--- config.mk ---
export PLATFORM = sky130hd
export DESIGN_NAME = mem_arbiter
export DESIGN_NICKNAME = d
export VERILOG_FILES = /design/src/rtl/mem_arbiter.sv
export SDC_FILE = /design/constraint.sdc
export NUM_CORES = 1
export LEC_CHECK = 0
export ABC_AREA = 0
export BUFFER_PORTS_ARGS = -buffer_cell sky130_fd_sc_hd__buf_2
export CAP_MARGIN = 10
export CELL_PAD_IN_SITES_DETAIL_PLACEMENT = 0
export CELL_PAD_IN_SITES_GLOBAL_PLACEMENT = 1
export CORE_ASPECT_RATIO = 0.9
export CORE_MARGIN = 3
export CORE_UTILIZATION = 38
export DETAILED_ROUTE_END_ITERATION = 8
export PLACE_DENSITY_LB_ADDON = 0.2
export SYNTH_ARGS = -nofsm -noshare
export SYNTH_HDL_FRONTEND = slang
export SYNTH_SLANG_ARGS = --single-unit
export TNS_END_PERCENT = 5
--- constraint.sdc ---
create_clock -name clk -period 3.3 [get_ports clk]
set_clock_uncertainty 0.15 [all_clocks]
set_input_delay 0.165 -clock clk [delete_from_list [all_inputs] [get_ports clk]]
set_output_delay 0.165 -clock clk [all_outputs]
set_load 0.05 [all_outputs]
--- src/rtl/mem_arbiter.sv ---
// Two-port arbiter in front of a single-ported byte memory with a two-cycle read latency.
// Round-robin on ties, optional ownership lock, one transaction in flight at a time.
module mem_arbiter #(
  parameter int unsigned addr_width = 9
) (
  input  logic                  clk,
  input  logic                  reset,
  input  logic                  a_req_i,
  input  logic                  b_req_i,
  input  logic                  a_we_i,
  input  logic                  b_we_i,
  input  logic [addr_width-1:0] a_addr_i,
  input  logic [addr_width-1:0] b_addr_i,
  input  logic [7:0]            a_wdata_i,
  input  logic [7:0]            b_wdata_i,
  input  logic                  a_lock_i,
  input  logic                  b_lock_i,
  output logic                  a_gnt_o,
  output logic                  b_gnt_o,
  output logic                  a_done_o,
  output logic                  b_done_o,
  output logic [7:0]            a_rdata_o,
  output logic [7:0]            b_rdata_o,
  output logic [addr_width-1:0] mem_raddr_o,
  output logic [addr_width-1:0] mem_waddr_o,
  output logic [7:0]            mem_data_in_o,
  output logic                  mem_write_o,
  input  logic [7:0]            mem_data_out_i,
  output logic                  busy_o
);

  typedef enum logic [2:0] {StIdle, StWr, StRd1, StRd2, StRd3} state_e;

  state_e                state_q, state_d;
  logic                  owner_q, owner_d;  // 1 = port B owns the transaction
  logic                  last_q, last_d;    // 1 = port B won the last grant
  logic                  lock_q, lock_d;
  logic                  a_gnt_q, a_gnt_d, b_gnt_q, b_gnt_d;
  logic                  a_done_q, a_done_d, b_done_q, b_done_d;
  logic                  mem_write_q, mem_write_d;
  logic [7:0]            a_rdata_q, a_rdata_d, b_rdata_q, b_rdata_d;
  logic [7:0]            wdata_q, wdata_d;
  logic [addr_width-1:0] raddr_q, raddr_d, waddr_q, waddr_d;

  logic                  lock_hold, a_ok, b_ok, pick_b, sel_we, owner_lock;
  logic [addr_width-1:0] sel_addr;
  logic [7:0]            sel_wdata;

  always_comb begin
    state_d     = state_q;
    owner_d     = owner_q;
    last_d      = last_q;
    lock_d      = lock_q;
    a_gnt_d     = 1'b0;
    b_gnt_d     = 1'b0;
    a_done_d    = 1'b0;
    b_done_d    = 1'b0;
    mem_write_d = 1'b0;
    a_rdata_d   = a_rdata_q;
    b_rdata_d   = b_rdata_q;
    wdata_d     = wdata_q;
    raddr_d     = raddr_q;
    waddr_d     = waddr_q;

    owner_lock = owner_q ? b_lock_i : a_lock_i;
    // A lock only keeps blocking the other port while the owner still asserts it.
    lock_hold  = lock_q & owner_lock;
    a_ok       = a_req_i & ~(lock_hold & owner_q);
    b_ok       = b_req_i & ~(lock_hold & ~owner_q);
    pick_b     = b_ok & (~a_ok | ~last_q);
    sel_we     = pick_b ? b_we_i : a_we_i;
    sel_addr   = pick_b ? b_addr_i : a_addr_i;
    sel_wdata  = pick_b ? b_wdata_i : a_wdata_i;

    unique case (state_q)
      StIdle: begin
        if (a_ok || b_ok) begin
          owner_d = pick_b;
          last_d  = pick_b;
          a_gnt_d = ~pick_b;
          b_gnt_d = pick_b;
          if (sel_we) begin
            waddr_d     = sel_addr;
            wdata_d     = sel_wdata;
            mem_write_d = 1'b1;
            state_d     = StWr;
          end else begin
            raddr_d = sel_addr;
            state_d = StRd1;
          end
        end
      end
      StWr: begin
        a_done_d = ~owner_q;
        b_done_d = owner_q;
        lock_d   = owner_lock;
        state_d  = StIdle;
      end
      StRd1: state_d = StRd2;
      StRd2: state_d = StRd3;
      StRd3: begin
        if (owner_q) b_rdata_d = mem_data_out_i;
        else         a_rdata_d = mem_data_out_i;
        a_done_d = ~owner_q;
        b_done_d = owner_q;
        lock_d   = owner_lock;
        state_d  = StIdle;
      end
      default: state_d = StIdle;
    endcase
  end

  always_ff @(posedge clk) begin
    if (reset) begin
      state_q     <= StIdle;
      owner_q     <= 1'b0;
      last_q      <= 1'b1;  // pretend B won last so A takes the first tie
      lock_q      <= 1'b0;
      a_gnt_q     <= 1'b0;
      b_gnt_q     <= 1'b0;
      a_done_q    <= 1'b0;
      b_done_q    <= 1'b0;
      mem_write_q <= 1'b0;
      a_rdata_q   <= '0;
      b_rdata_q   <= '0;
      wdata_q     <= '0;
      raddr_q     <= '0;
      waddr_q     <= '0;
    end else begin
      state_q     <= state_d;
      owner_q     <= owner_d;
      last_q      <= last_d;
      lock_q      <= lock_d;
      a_gnt_q     <= a_gnt_d;
      b_gnt_q     <= b_gnt_d;
      a_done_q    <= a_done_d;
      b_done_q    <= b_done_d;
      mem_write_q <= mem_write_d;
      a_rdata_q   <= a_rdata_d;
      b_rdata_q   <= b_rdata_d;
      wdata_q     <= wdata_d;
      raddr_q     <= raddr_d;
      waddr_q     <= waddr_d;
    end
  end

  assign a_gnt_o       = a_gnt_q;
  assign b_gnt_o       = b_gnt_q;
  assign a_done_o      = a_done_q;
  assign b_done_o      = b_done_q;
  assign a_rdata_o     = a_rdata_q;
  assign b_rdata_o     = b_rdata_q;
  assign mem_raddr_o   = raddr_q;
  assign mem_waddr_o   = waddr_q;
  assign mem_data_in_o = wdata_q;
  assign mem_write_o   = mem_write_q;
  assign busy_o        = (state_q != StIdle);

endmodule
Word-level counts from Yosys, hierarchy flattened
Index checks and enable logic that the tools add are counted.
{"block": "op_classes", "eq_ne": 5, "muxes": 8, "n_bitwise": 17, "n_reduce_logical": 11}
{"op": "NOT 1 bit", "count": 10}
{"op": "two-way mux 9 bit", "count": 1}
{"op": "case mux 3 bit (3 select lines)", "count": 1}
{"op": "two-way mux 8 bit", "count": 1}
{"op": "bitwise AND 1 bit", "count": 6}
{"op": "== test 3 x 2 -> 1 bit (second input constant)", "count": 2}
{"op": "AND reduction 2 bit", "count": 3}
{"op": "AND reduction 3 bit", "count": 2}
{"op": "OR reduction 2 bit", "count": 2}
{"op": "== test 3 x 1 -> 1 bit (second input constant)", "count": 1}
{"op": "== test 3 bit (second input constant)", "count": 1}
{"op": "logical NOT 3 bit", "count": 1}
{"op": "two-way mux 1 bit", "count": 3}
{"op": "two-way mux 3 bit", "count": 1}
{"op": "nonzero test 3 bit", "count": 1}
{"op": "OR reduction 3 bit", "count": 1}
{"op": "two-way mux 2 bit", "count": 1}
{"op": "inequality test 2 bit (second input constant)", "count": 1}
{"op": "logical OR 1 bit", "count": 1}
{"op": "bitwise OR 1 bit", "count": 1}
{"block": "word_totals", "register_bits": 53, "in_bits": 50, "out_inout_bits": 48}

Depth between registers and ports, before layout
Gate-level depths: netlist (run 1).
{"block": "logic_depth", "depth_word": 12, "ltp_mapped": 6, "depth_no_buf": 4}

Worst setup path after synthesis (run 1)
OpenSTA, ideal clock, no wires.
{"block": "synth_timing", "path_kind": "register to register", "startpoint": "register state_q[2]", "endpoint": "register raddr_q[0] (netlist: mem_raddr_o[0])", "arrival_time_ns": 1.777, "required_time_ns": 3.078, "setup_slack_ns": 1.302, "path_stages_with_launch": 7, "path_buffers": 2, "synth_period_minus_slack_ns": 1.998, "cell_sequence": "dfxtp_1 buf_2 or3_4 nor4_4 nor3b_1 buf_4 mux2i_1"}
{"block": "synth_via", "elab_chain_len": 2}
{"element": "from (decl)", "line": "34", "rtl": "state_e state_q, state_d;"}
{"element": "from (signal assigned)", "line": "115", "rtl": "state_q <= StIdle;"}
{"element": "from (signal assigned)", "line": "130", "rtl": "state_q <= state_d;"}
{"element": "logical NOT 3 bit", "line": "75", "rtl": "unique case (state_q)"}
{"element": "AND reduction 3 bit (no source line)"}
{"element": "to (signal assigned)", "line": "142", "rtl": "raddr_q <= raddr_d;"}
{"element": "to (decl)", "line": "43", "rtl": "logic [addr_width-1:0] raddr_q, raddr_d, waddr_q, waddr_d;"}
Every way passes these cells.
A chain may end at the register's enable or synchronous reset.

Worst setup path after layout (run 1)
{"block": "layout_timing", "startpoint": "register owner_q", "endpoint": "register waddr_q[2] (netlist: mem_waddr_o[2])"}
{"block": "layout_via", "elab_chain_len": 10, "word_cells_on_any_way": 16, "cone_classes": "mux: 3; bitwise: 11; reduce/logical: 2"}
{"element": "from (decl)", "line": "35", "rtl": "logic owner_q, owner_d;"}
{"element": "from (signal assigned)", "line": "131", "rtl": "owner_q <= owner_d;"}
{"element": "two-way mux 1 bit", "line": "65", "rtl": "owner_lock = owner_q ? b_lock_i : a_lock_i;"}
{"element": "bitwise AND 1 bit", "line": "67", "rtl": "lock_hold = lock_q & owner_lock;"}
{"element": "bitwise AND 1 bit", "line": "68", "rtl": "a_ok = a_req_i & ~(lock_hold & owner_q);"}
{"element": "NOT 1 bit", "line": "68"}
{"element": "bitwise AND 1 bit", "line": "68"}
{"element": "NOT 1 bit", "line": "70", "rtl": "pick_b = b_ok & (~a_ok | ~last_q);"}
{"element": "bitwise OR 1 bit", "line": "70"}
{"element": "bitwise AND 1 bit", "line": "70"}
{"element": "two-way mux 1 bit", "line": "71", "rtl": "sel_we = pick_b ? b_we_i : a_we_i;"}
{"element": "AND reduction 3 bit (no source line)"}
{"element": "to (signal assigned)", "line": "143", "rtl": "waddr_q <= waddr_d;"}
{"element": "to (decl)", "line": "43"}
Several ways; a longest one is shown, not always the timed one.

==> results of run 1 <==
==> cells in the mapped netlist, types with 2 or more instances <==
library cell  count
a211oi_1         10
and3_1            2
dfxtp_1          53
buf_2             3
nor2_1           14
o221ai_1         10
buf_1             2
nand4b_1         10
a21oi_1          10
nor3_1            4
nor3b_1           3
nand3_1          11
inv_1            22
mux2i_1          35
o21ai_0          10
nand2b_1         18
clkbuf_1         17
nand2_1          47
a221oi_1          7
==> metal layers <==
| layer | vias up | part of all wire [%] | track usage [%] | wire length [um] |
|---|---|---|---|---|
| met5 | - | 0 | 0 | 0 |
| met4 | 0 | 0.95 | 5.12 | 65 |
| met3 | 4 | 6.4 | 4.34 | 437 |
| met2 | 73 | 47 | 28.1 | 3230 |
| met1 | 1096 | 45 | 22.8 | 3110 |
| li1 | 1261 | - | - | - |
==> worst min-delay path, cell delays in order <==
cell and delay (ps):
buf_2 120, mux2i_1 140, a311oi_1 100
==> registers in the layout, indices dropped and copies added (netlist names) <==
register / count
a_done_o: 1
a_gnt_o: 1
a_rdata_o: 8
b_done_o: 1
b_gnt_o: 1
b_rdata_o: 8
last_q: 1
lock_q: 1
mem_data_in_o: 8
mem_raddr_o: 9
mem_waddr_o: 9
mem_write_o: 1
owner_q: 1
state_q: 3
==> cells by family after synthesis <==
| group | share of synthesized area, % |
|---|---|
| muxes | 13.3 |
| and+or+nand+nor | 23.8 |
| DFF | 40.2 |
| xor gates and xnor gates | 0.331 |
| buffers and inverters | 7.29 |
| AOI/OAI and AO/OA | 15.2 |
==> repair_timing <==
action / 4_1_cts / 5_1_grt
setup buffers: 0 / 0
hold endpoints to repair: 16 / 0
hold buffers: 8 / 0
==> power by group <==
group,total [mW],internal (mW),switching [mW]
clock network,0.378,0.154,0.225
registers,0.753,0.701,0.0517
logic,0.562,0.184,0.378
==> stage by stage <==
step	hold WS (ps)	setup slack [ps]	power, mW	cells
CTS	99.1	619	1.72	489
finish	115	612	1.69	489
global route	135	327	1.79	489
floorplan	151	1300	1.18	308
detailed placement	274	654	1.32	473
global placement	269	739	1.32	473
==> worst max path at each step <==
stage                     from        endpoint  slack [ps]
floorplan           state_q[2]  mem_raddr_o[0]        1300
global placement       owner_q  mem_waddr_o[5]         740
detailed placement     owner_q  mem_waddr_o[2]         650
CTS                    owner_q  mem_waddr_o[2]         620
global route           owner_q  mem_waddr_o[2]         330
finish                 owner_q  mem_waddr_o[2]         610
==> area by class of cell <==
cell class	instances	area, sq um	share of cell area (%)
Multi-Input combinational cell	208	1390	41.8
Timing Repair Buffer	108	588	17.6
Clock inverter	3	25.0	0.751
Tap cell	90	113	3.38
Sequential cell	53	1060	31.8
Clock buffer	5	68.8	2.07
Inverter	22	82.6	2.48
==> impl_metrics.csv, run 1 <==
group,metric,value,unit
floorplanning,dieArea,7990,sq um
worst_setup_path,ff2ff_path_depth,5,
drt,wl_per_cell,14.0,um
clock_network,cts_buffers,5,
grt,grtUsageTotal,17.3,%
clock_network,cts_sinks,53,
drt,num_vias,2434,
yosys,yosys.area.top_type,"dfxtp_1",
sta,setup-tns-final,0,ps
drt,ant_nets,0,
worst_setup_path,crit_arrival,2770,ps
worst_setup_path,regToRegSetupSlack,610,ps
pwr,leakage,1.53,nW
yosys,synth_flop_cell,"dfxtp_1",
sta,slew_headroom,44.5,%
sta,drv_slew,0,
final_layout,final_common_cell,"buf_2",
worst_setup_path,critPathRequiredTime,3380,ps
worst_hold_path,hold_start,"b_lock_i",
grt,grt_max_degree,32,
clock_network,post_cts_resize_count,0,
drt,via_per_inst,4.98,
worst_setup_path,cp_slowest_stage_delay,700,ps
drt,drtIter0Drc,134,
worst_setup_path,cp_top_family,"compound AO/OA/AOI/OAI gates",
final_layout,fillers,688,
drt,drt-total-wl,6840,um
clock_network,h-tree-depth,2,
worst_setup_path,r2r-start,"owner_q",
floorplanning,ios,98,
worst_setup_path,cp.buffers_inverters,1,
sta,setup_viol,0,
worst_hold_path,hold_path_depth,3,
run_status,status,"finished clean",
yosys,syn_area_per_cell,8.58,sq um
sta,rsz0062_at_grt,"no",
grt,overflow,0,
floorplanning,row_count,28,
yosys,seq_area_frac_synth,40.2,%
worst_hold_path,hold_end,"lock_q",
clock_network,clock_latency,310,ps
yosys,async_flop_share,0,%
sta,max_clock_freq,0.372,GHz
final_layout,layout-drive-gt1-share,28.8,%
yosys,ys_ff_latch,53,
worst_setup_path,rr_endpoint,"mem_waddr_o[2]",
worst_hold_path,hp-class,"primary input to flip-flop",
yosys,netlist_top_cells_area,"dfxtp_1 (40%), mux2i_1 (13%), nand2_1 (6.7%)",
worst_setup_path,cpMaxStageDelayCell,"dfxtp_1",
pwr,p_per_area,508,nW/um^2
sta,min_period,2690,ps
placed_design,io_buffers,97,
placed_design,placed_cell_area,3160,sq um
yosys,synth_top_area_share,40.2,%
final_layout,most-common-layout-cells,"buf_2 (97), dfxtp_1 (53), nand2_1 (47), mux2i_1 (35), inv_1 (22)",
clock_network,cts_buffer_depth,2,
yosys,synthCells,308,
yosys,syn-num-nets,358,
worst_setup_path,cp-start-kind,"flip-flop",
yosys,synth.distinct_cells,39,
worst_setup_path,crit_type,"flip-flop to flip-flop",
worst_setup_path,path_max_fanout,22,
worst_setup_path,worst-path-stages,5,
clock_network,cts_tree,"done",
worst_setup_path,worst_setup_path_end_kind,"flip-flop",
final_layout,final_area,3330,sq um
yosys,syn-cell-area,2640,sq um
sta,worst_pin_slew,831,ps
drt,drc,0,
floorplanning,core_area,6660,sq um
pwr,vdd_ir_drop_max,203,uV
grt,antenna_found_initial,0,
placed_design,dp_hpwl,4710,um
clock_network,cts-root-buf,"clkbuf_8",
yosys,synth_edf_count,0,
final_layout,final_nets,448,
floorplanning,die_y,85.1,um
clock_network,cts.clk_slew.worst_paths,100,ps
grt,grt_pass1_vias,2324,
worst_setup_path,path_cells,"and3_1 > o221ai_1 > o21ai_2 > buf_4 > mux2i_1",
placed_design,gp_congestion,0.748,
yosys,ys_warn_count,0,
final_layout,antenna_cells,0,
run,cap_violations,0,
floorplanning,dieWidth,93.9,um
sta,post-route-period-util,81.5,%
final_layout,post-route-util,50.1,%
grt,grt_pass1_wl,11100,um
drt,dr.pass1.iters,4,
sta,hold_viol_final,0,
final_layout,area_delta_synth_final,26.1,%
floorplanning,initial_utilization,39.7,%
Power figures use the tool's default switching activity.
==> inputs of run 2 (changes only) <==
Settings changed: ABC_AREA 0 to 1, CORE_UTILIZATION 38 to 32.
Clock period 3.3 ns to 2.8 ns, I/O delays scaled along.
==> run 2 against run 1 <==
Net effect: core utilization down 5.3 points; global-route usage down 2.4 points; register-to-register slack lost 280 ps; via count increased by 3.0%; area after synthesis fell by 4.8%; power up 36%; combinational power increased by 56%; final cell count up 23%; highest routed layer unchanged; critical path depth increased by 7.
==> impl_metrics.csv, run 2 <==
group,metric,value,unit
worst_setup_path,critPathRequiredTime,2860,ps
floorplanning,die_y,90.1,um
worst_setup_path,worst_setup_path_end_kind,"flip-flop",
grt,grt_max_degree,31,
pwr,seqPwrFrac,38.8,%
sta,rsz0062_at_grt,"no",
clock_network,cts_buffers,5,
yosys,syn-cell-area,2520,sq um
final_layout,stdcell_count,602,
grt,grt_pass1_wl,11000,um
clock_network,cts.clk_slew.worst_paths,90,ps
worst_setup_path,crit_type,"primary input to flip-flop",
placed_design,placed_cells,572,
yosys,ys_warn_count,0,
clock_network,h-tree-depth,2,
yosys,synthAdderAreaFrac,0,%
clock_network,clock_latency,310,ps
yosys,synth_top_family_by_area,"simple AND/OR/NAND/NOR gates",
sta,worst_pin_slew,841,ps
placed_design,gp_congestion,0.759,
yosys,syn_area_per_cell,6.44,sq um
clock_network,cts_buffer_depth,2,
floorplanning,dieWidth,99.5,um
yosys,ys_ff_latch,53,
worst_setup_path,cp-start-kind,"primary input",
yosys,synth_mux_area_share,0,%
sta,min_period,2550,ps
worst_setup_path,cpMaxStageDelayCell,"dlygate4sd3_1",
sta,layout_setup_ws,250,ps
worst_setup_path,r2r-start,"owner_q",
worst_setup_path,ff2ff_path_depth,10,
floorplanning,dieArea,8960,sq um
drt,drc,0,
pwr,leakage,1.91,nW
yosys,synth-compound-area-share,8.06,%
worst_setup_path,path_cells,"dlygate4sd3_1 > buf_2 > nand3_1 > nand3_2 > nand2_2 > buf_4 > inv_2 > nand2_1 > nand2_1 > dlygate4sd3_1 > nor2_1 > nor2_1",
yosys,yosysMostFrequentCell,"nand2_1",
final_layout,final_common_cell,"nand2_1",
worst_hold_path,hp-class,"primary input to flip-flop",
drt,drt-total-wl,6510,um
yosys,synth_edf_count,0,
drt,wl_per_cell,10.8,um
yosys,async_flop_share,0,%
run,cap_violations,0,
worst_setup_path,regToRegSetupSlack,330,ps
placed_design,io_buffers,97,
floorplanning,ios,98,
floorplanning,initial_utilization,33.2,%
floorplanning,core_area,7580,sq um
yosys,synthTopCellsByCount,"nand2_1 (109), inv_1 (84), dfxtp_1 (53)",
sta,setup_viol,0,
grt,overflow,0,
grt,antenna_found_initial,0,
final_layout,area_delta_synth_final,34.8,%
drt,ant_nets,0,
drt,drtIter0Drc,58,
sta,post-route-period-util,91.1,%
pwr,p_switching,940,uW
worst_setup_path,rr_endpoint,"mem_data_in_o[7]",
yosys,synthCells,391,
grt,grt_pass1_vias,2364,
clock_network,cts_sinks,53,
pwr,vdd_ir_drop_max,235,uV
yosys,synth.distinct_cells,20,
floorplanning,row_count,30,
grt,grtUsageTotal,14.9,%
pwr,switching_share,40.9,%
placed_design,dp_hpwl,4760,um
placed_design,dpl_worst_slack,841,ps
drt,num_vias,2508,
final_layout,final_nets,555,
worst_hold_path,hold_end,"mem_data_in_o[0]",
pwr,p_per_area,678,nW/um^2
sta,drv_slew,0,
yosys,yosys.area.top_type,"dfxtp_1",
run_status,status,"finished clean",
drt,via_per_inst,4.17,
final_layout,most-common-layout-cells,"nand2_1 (109), buf_2 (97), inv_1 (84), dfxtp_1 (53), nor2_1 (39)",
worst_hold_path,hold_path_depth,5,
yosys,synthSimpleGateAreaFrac,32.7,%
yosys,netlist_top_cells_area,"dfxtp_1 (42%), nand2_1 (16%), inv_1 (13%)",
sta,hold_viol_final,0,
final_layout,post-route-util,44.7,%
pwr,pwr-share-clk,23.2,%
yosys,seq_area_frac_synth,42.2,%
sta,setup-tns-final,0,ps
clock_network,cts-root-buf,"clkbuf_8",
yosys,syn-num-nets,441,
sta,slew_headroom,43.9,%
pwr,p_total,2.30,mW
drt,dr.pass1.iters,4,
worst_setup_path,crit_arrival,2600,ps
yosys,synth_top_area_share,42.2,%
final_layout,layout-drive-gt1-share,24.7,%
worst_setup_path,path_max_fanout,12,
pwr,power_report.internal_total,1.36,mW
yosys,synth_xor_area_share,0,%
sta,max_clock_freq,0.392,GHz
worst_setup_path,cp_slowest_stage_delay,550,ps
yosys,synth_flop_cell,"dfxtp_1",
pwr,p_comb_share,38.0,%
clock_network,cts_tree,"done",
final_layout,antenna_cells,0,
worst_hold_path,hold_start,"a_wdata_i[0]",
[run 2: changes by cell type in the layout (fill, tap and decap cells not counted), sizes merged, moves of 6 or more]
cell and change:
a211oi -11, a21oi +10, a221oi -8, dlygate4sd3 +14
inv +66, mux2i -35, nand2 +68, nand2b -18
nand3 +28, nand4b -10, nor2 +26, o21ai +6
o221ai -10
[run 2: final cells by class]
type	count	area, sq um
fillers	840	4190
flip-flops and latches	53	1060
multi-input cells	233	1030
repair buffers	123	736
inverters	89	334
well taps	96	120
clock buffers	5	68.8
clock inverters	3	46.3
[run 2: how the worst max path moves through the flow]
stage               slack [ps]  cells past startpoint          endpoint       start
floorplan                 1020                      7  mem_data_in_o[0]  state_q[1]
global placement           900                     11    mem_raddr_o[1]     owner_q
detailed placement         840                      9    mem_raddr_o[0]     owner_q
CTS                        250                     12  mem_data_in_o[7]    b_lock_i
global route                 9                     12  mem_data_in_o[4]    b_lock_i
finish                     250                     12  mem_data_in_o[7]    b_lock_i
[run 2: kinds of logic after synthesis]
group / after synthesis
buffers and inverters: 105
AOI/OAI and AO/OA: 38
DFF: 53
and+or+nand+nor: 195
[run 2: power by group through the flow]
stage,registers (mW),logic (mW),clock network (mW)
floorplan,1.18,0.395,0
global placement,0.910,0.846,0
detailed placement,0.911,0.848,0
CTS,0.894,0.884,0.562
global route,0.903,0.987,0.579
finish,0.892,0.874,0.534
[run 2: worst max-delay path, delay by kind of cell]
family,cells,cell delay [ps]
buf+inv,5,1570
simple gates,7,900
[run 2: per-layer routing]
layer | up-vias | part of all wire [%] | GRT usage, %
li1 | 1383 | - | -
met1 | 1068 | 48 | 19.9
met2 | 52 | 46 | 24.6
met3 | 5 | 5.3 | 3.03
met4 | 0 | 0.78 | 3.75
met5 | - | 0 | 0
[run 2: per-stage QoR]
stage / hold slack, ps / area (sq um)
floorplan: 59.1 / 2520
global placement: 200 / 3060
detailed placement: 200 / 3060
CTS: 1.83 / 3390
global route: 71.4 / 3390
finish: 12.1 / 3390
[run 2: repair_timing]
action / 4_1_cts / 5_1_grt
hold endpoints to repair: 26 / 0
hold buffers: 22 / 0
resized for setup: 0 / 0
setup buffers: 0 / 0
==> inputs of run 3 (changes only) <==
==> constraint.sdc (replaced) <==
create_clock -name clk -period 2.8 [get_ports clk]
set_clock_uncertainty 0.15 [all_clocks]
set_input_delay 0.42 -clock clk [delete_from_list [all_inputs] [get_ports clk]]
set_output_delay 0.42 -clock clk [all_outputs]
set_load 0.05 [all_outputs]
==> run 3 against run 2 <==
Net effect: fmax is 25% higher; count of clock-buffer cells in the layout is 1 higher; via count decreased by 3.3%; register-to-register slack better by 430 ps; first-iteration DRC count is 34% higher; critical path depth fell by 2; final cell count is 3.7% lower; non-clock buffer count shrank 22; routed wire length down 2.0%; combinational power fell by 3.7%; worst hold slack better by 130 ps; critical endpoint is now mem_raddr_o[8]; highest routed layer unchanged.
==> impl_metrics.csv, run 3 (synthesis gave the netlist of run 2 again) <==
group,metric,value,unit
placed_design,placed_cell_area,3060,sq um
floorplanning,dieWidth,99.5,um
grt,grt_pass1_wl,10700,um
pwr,leakage,1.81,nW
grt,grtUsageTotal,14.5,%
clock_network,cts.clk_slew.worst_paths,100,ps
worst_setup_path,worst_setup_path_end_kind,"flip-flop",
grt,antenna_found_initial,0,
floorplanning,core_area,7580,sq um
clock_network,cts_sinks,53,
worst_setup_path,path_max_fanout,12,
sta,max_clock_freq,0.490,GHz
placed_design,io_buffers,97,
floorplanning,ios,98,
drt,drt-total-wl,6380,um
final_layout,layout-drive-gt1-share,25.8,%
pwr,vdd_ir_drop_max,295,uV
sta,worst_pin_slew,754,ps
sta,min_period,2040,ps
drt,drc,0,
run,cap_violations,0,
floorplanning,row_count,30,
final_layout,final_common_cell,"nand2_1",
grt,grt_max_degree,28,
final_layout,most-common-layout-cells,"nand2_1 (109), buf_2 (97), inv_1 (84), dfxtp_1 (53), nor2_1 (39)",
sta,post-route-period-util,72.9,%
clock_network,cts_buffers,5,
clock_network,cts_buffer_depth,2,
worst_setup_path,cp-start-kind,"flip-flop",
clock_network,h-tree-depth,2,
sta,hold_viol_final,0,
clock_network,postCtsHoldBufs,0,
drt,wl_per_cell,11.0,um
clock_network,cts-root-buf,"clkbuf_8",
worst_setup_path,crit_type,"flip-flop to flip-flop",
clock_network,cts_tree,"done",
sta,slew_headroom,49.7,%
sta,setup-tns-final,0,ps
drt,drtIter0Drc,78,
floorplanning,initial_utilization,33.2,%
clock_network,cts_setup_buffers,0,
drt,via_per_inst,4.18,
final_layout,stdcell_count,580,
placed_design,dp_hpwl,4710,um
grt,grt_pass1_vias,2365,
clock_network,clock_latency,310,ps
worst_setup_path,critPathRequiredTime,2890,ps
worst_hold_path,hp-class,"primary input to flip-flop",
placed_design,gp_congestion,0.743,
final_layout,antenna_cells,0,
final_layout,final_area,3180,sq um
run_status,status,"finished clean",
worst_setup_path,crit_arrival,2130,ps
grt,overflow,0,
sta,hold_ws,147,ps
placed_design,placed_cells,572,
floorplanning,dieArea,8960,sq um
final_layout,final_nets,533,
sta,setup_viol,0,
floorplanning,die_y,90.1,um
drt,ant_nets,0,
sta,drv_slew,0,
clock_network,post_cts_resize_count,0,
final_layout,area_delta_synth_final,26.3,%
drt,num_vias,2426,
pwr,p_per_area,719,nW/um^2
drt,dr.pass1.iters,4,
sta,rsz0062_at_grt,"no",
==> run 3: cell count changes in the layout (fill, tap and decap cells not counted) <==
cell	change
dlygate4sd3_1	-22
clkinv_4	-1
clkbuf_8	+1
==> run 3: power breakdown <==
group          switching, mW  total [mW]  internal, mW
Combinational          0.623       0.842         0.218
Clock                  0.254       0.545         0.291
Sequential            0.0502       0.896         0.846
==> run 3: worst max-delay path, stage by stage (launching register included) <==
cell and delay [ps]:
dfxtp_1 460, inv_2 90, nand3_2 70, nand2_2 90, inv_2 200, nand3_1 190, nand2_2 280, nand2_2 200
nand2_1 100, inv_1 40, nor2_1 100
==> run 3: path summary, 6_finish.rpt <==
path                start             end  slack (ps)  cells past startpoint
max               owner_q  mem_raddr_o[8]         760                     10
min                 reset         owner_q         150                      2
max reg2reg       owner_q  mem_raddr_o[8]         760                     10
min reg2reg  a_rdata_o[2]    a_rdata_o[2]         290                      2
==> run 3: routing by layer <==
layer | global-route usage (%) | up-vias | routed length, um
met2 | 24.3 | 54 | 2930
met3 | 3.72 | 6 | 403
met5 | 0 | - | 0
li1 | - | 1338 | -
met4 | 3.75 | 0 | 61
met1 | 18.5 | 1028 | 2990
==> run 3: through the flow <==
step | utilization [%] | setup slack [ps] | total power [mW]
floorplan | - | 1020 | 1.58
global placement | 40.3 | 735 | 1.76
detailed placement | 40.3 | 711 | 1.76
CTS | 41.9 | 725 | 2.32
global route | 41.9 | 553 | 2.45
finish | 41.9 | 760 | 2.28
==> run 3: area by class of cell <==
cell class	instances	area, sq um
fillers	867	4410
flip-flops and latches	53	1060
multi-input cells	233	1030
repair buffers	101	515
inverters	89	334
well taps	96	120
clock buffers	6	82.6
clock inverters	2	37.5
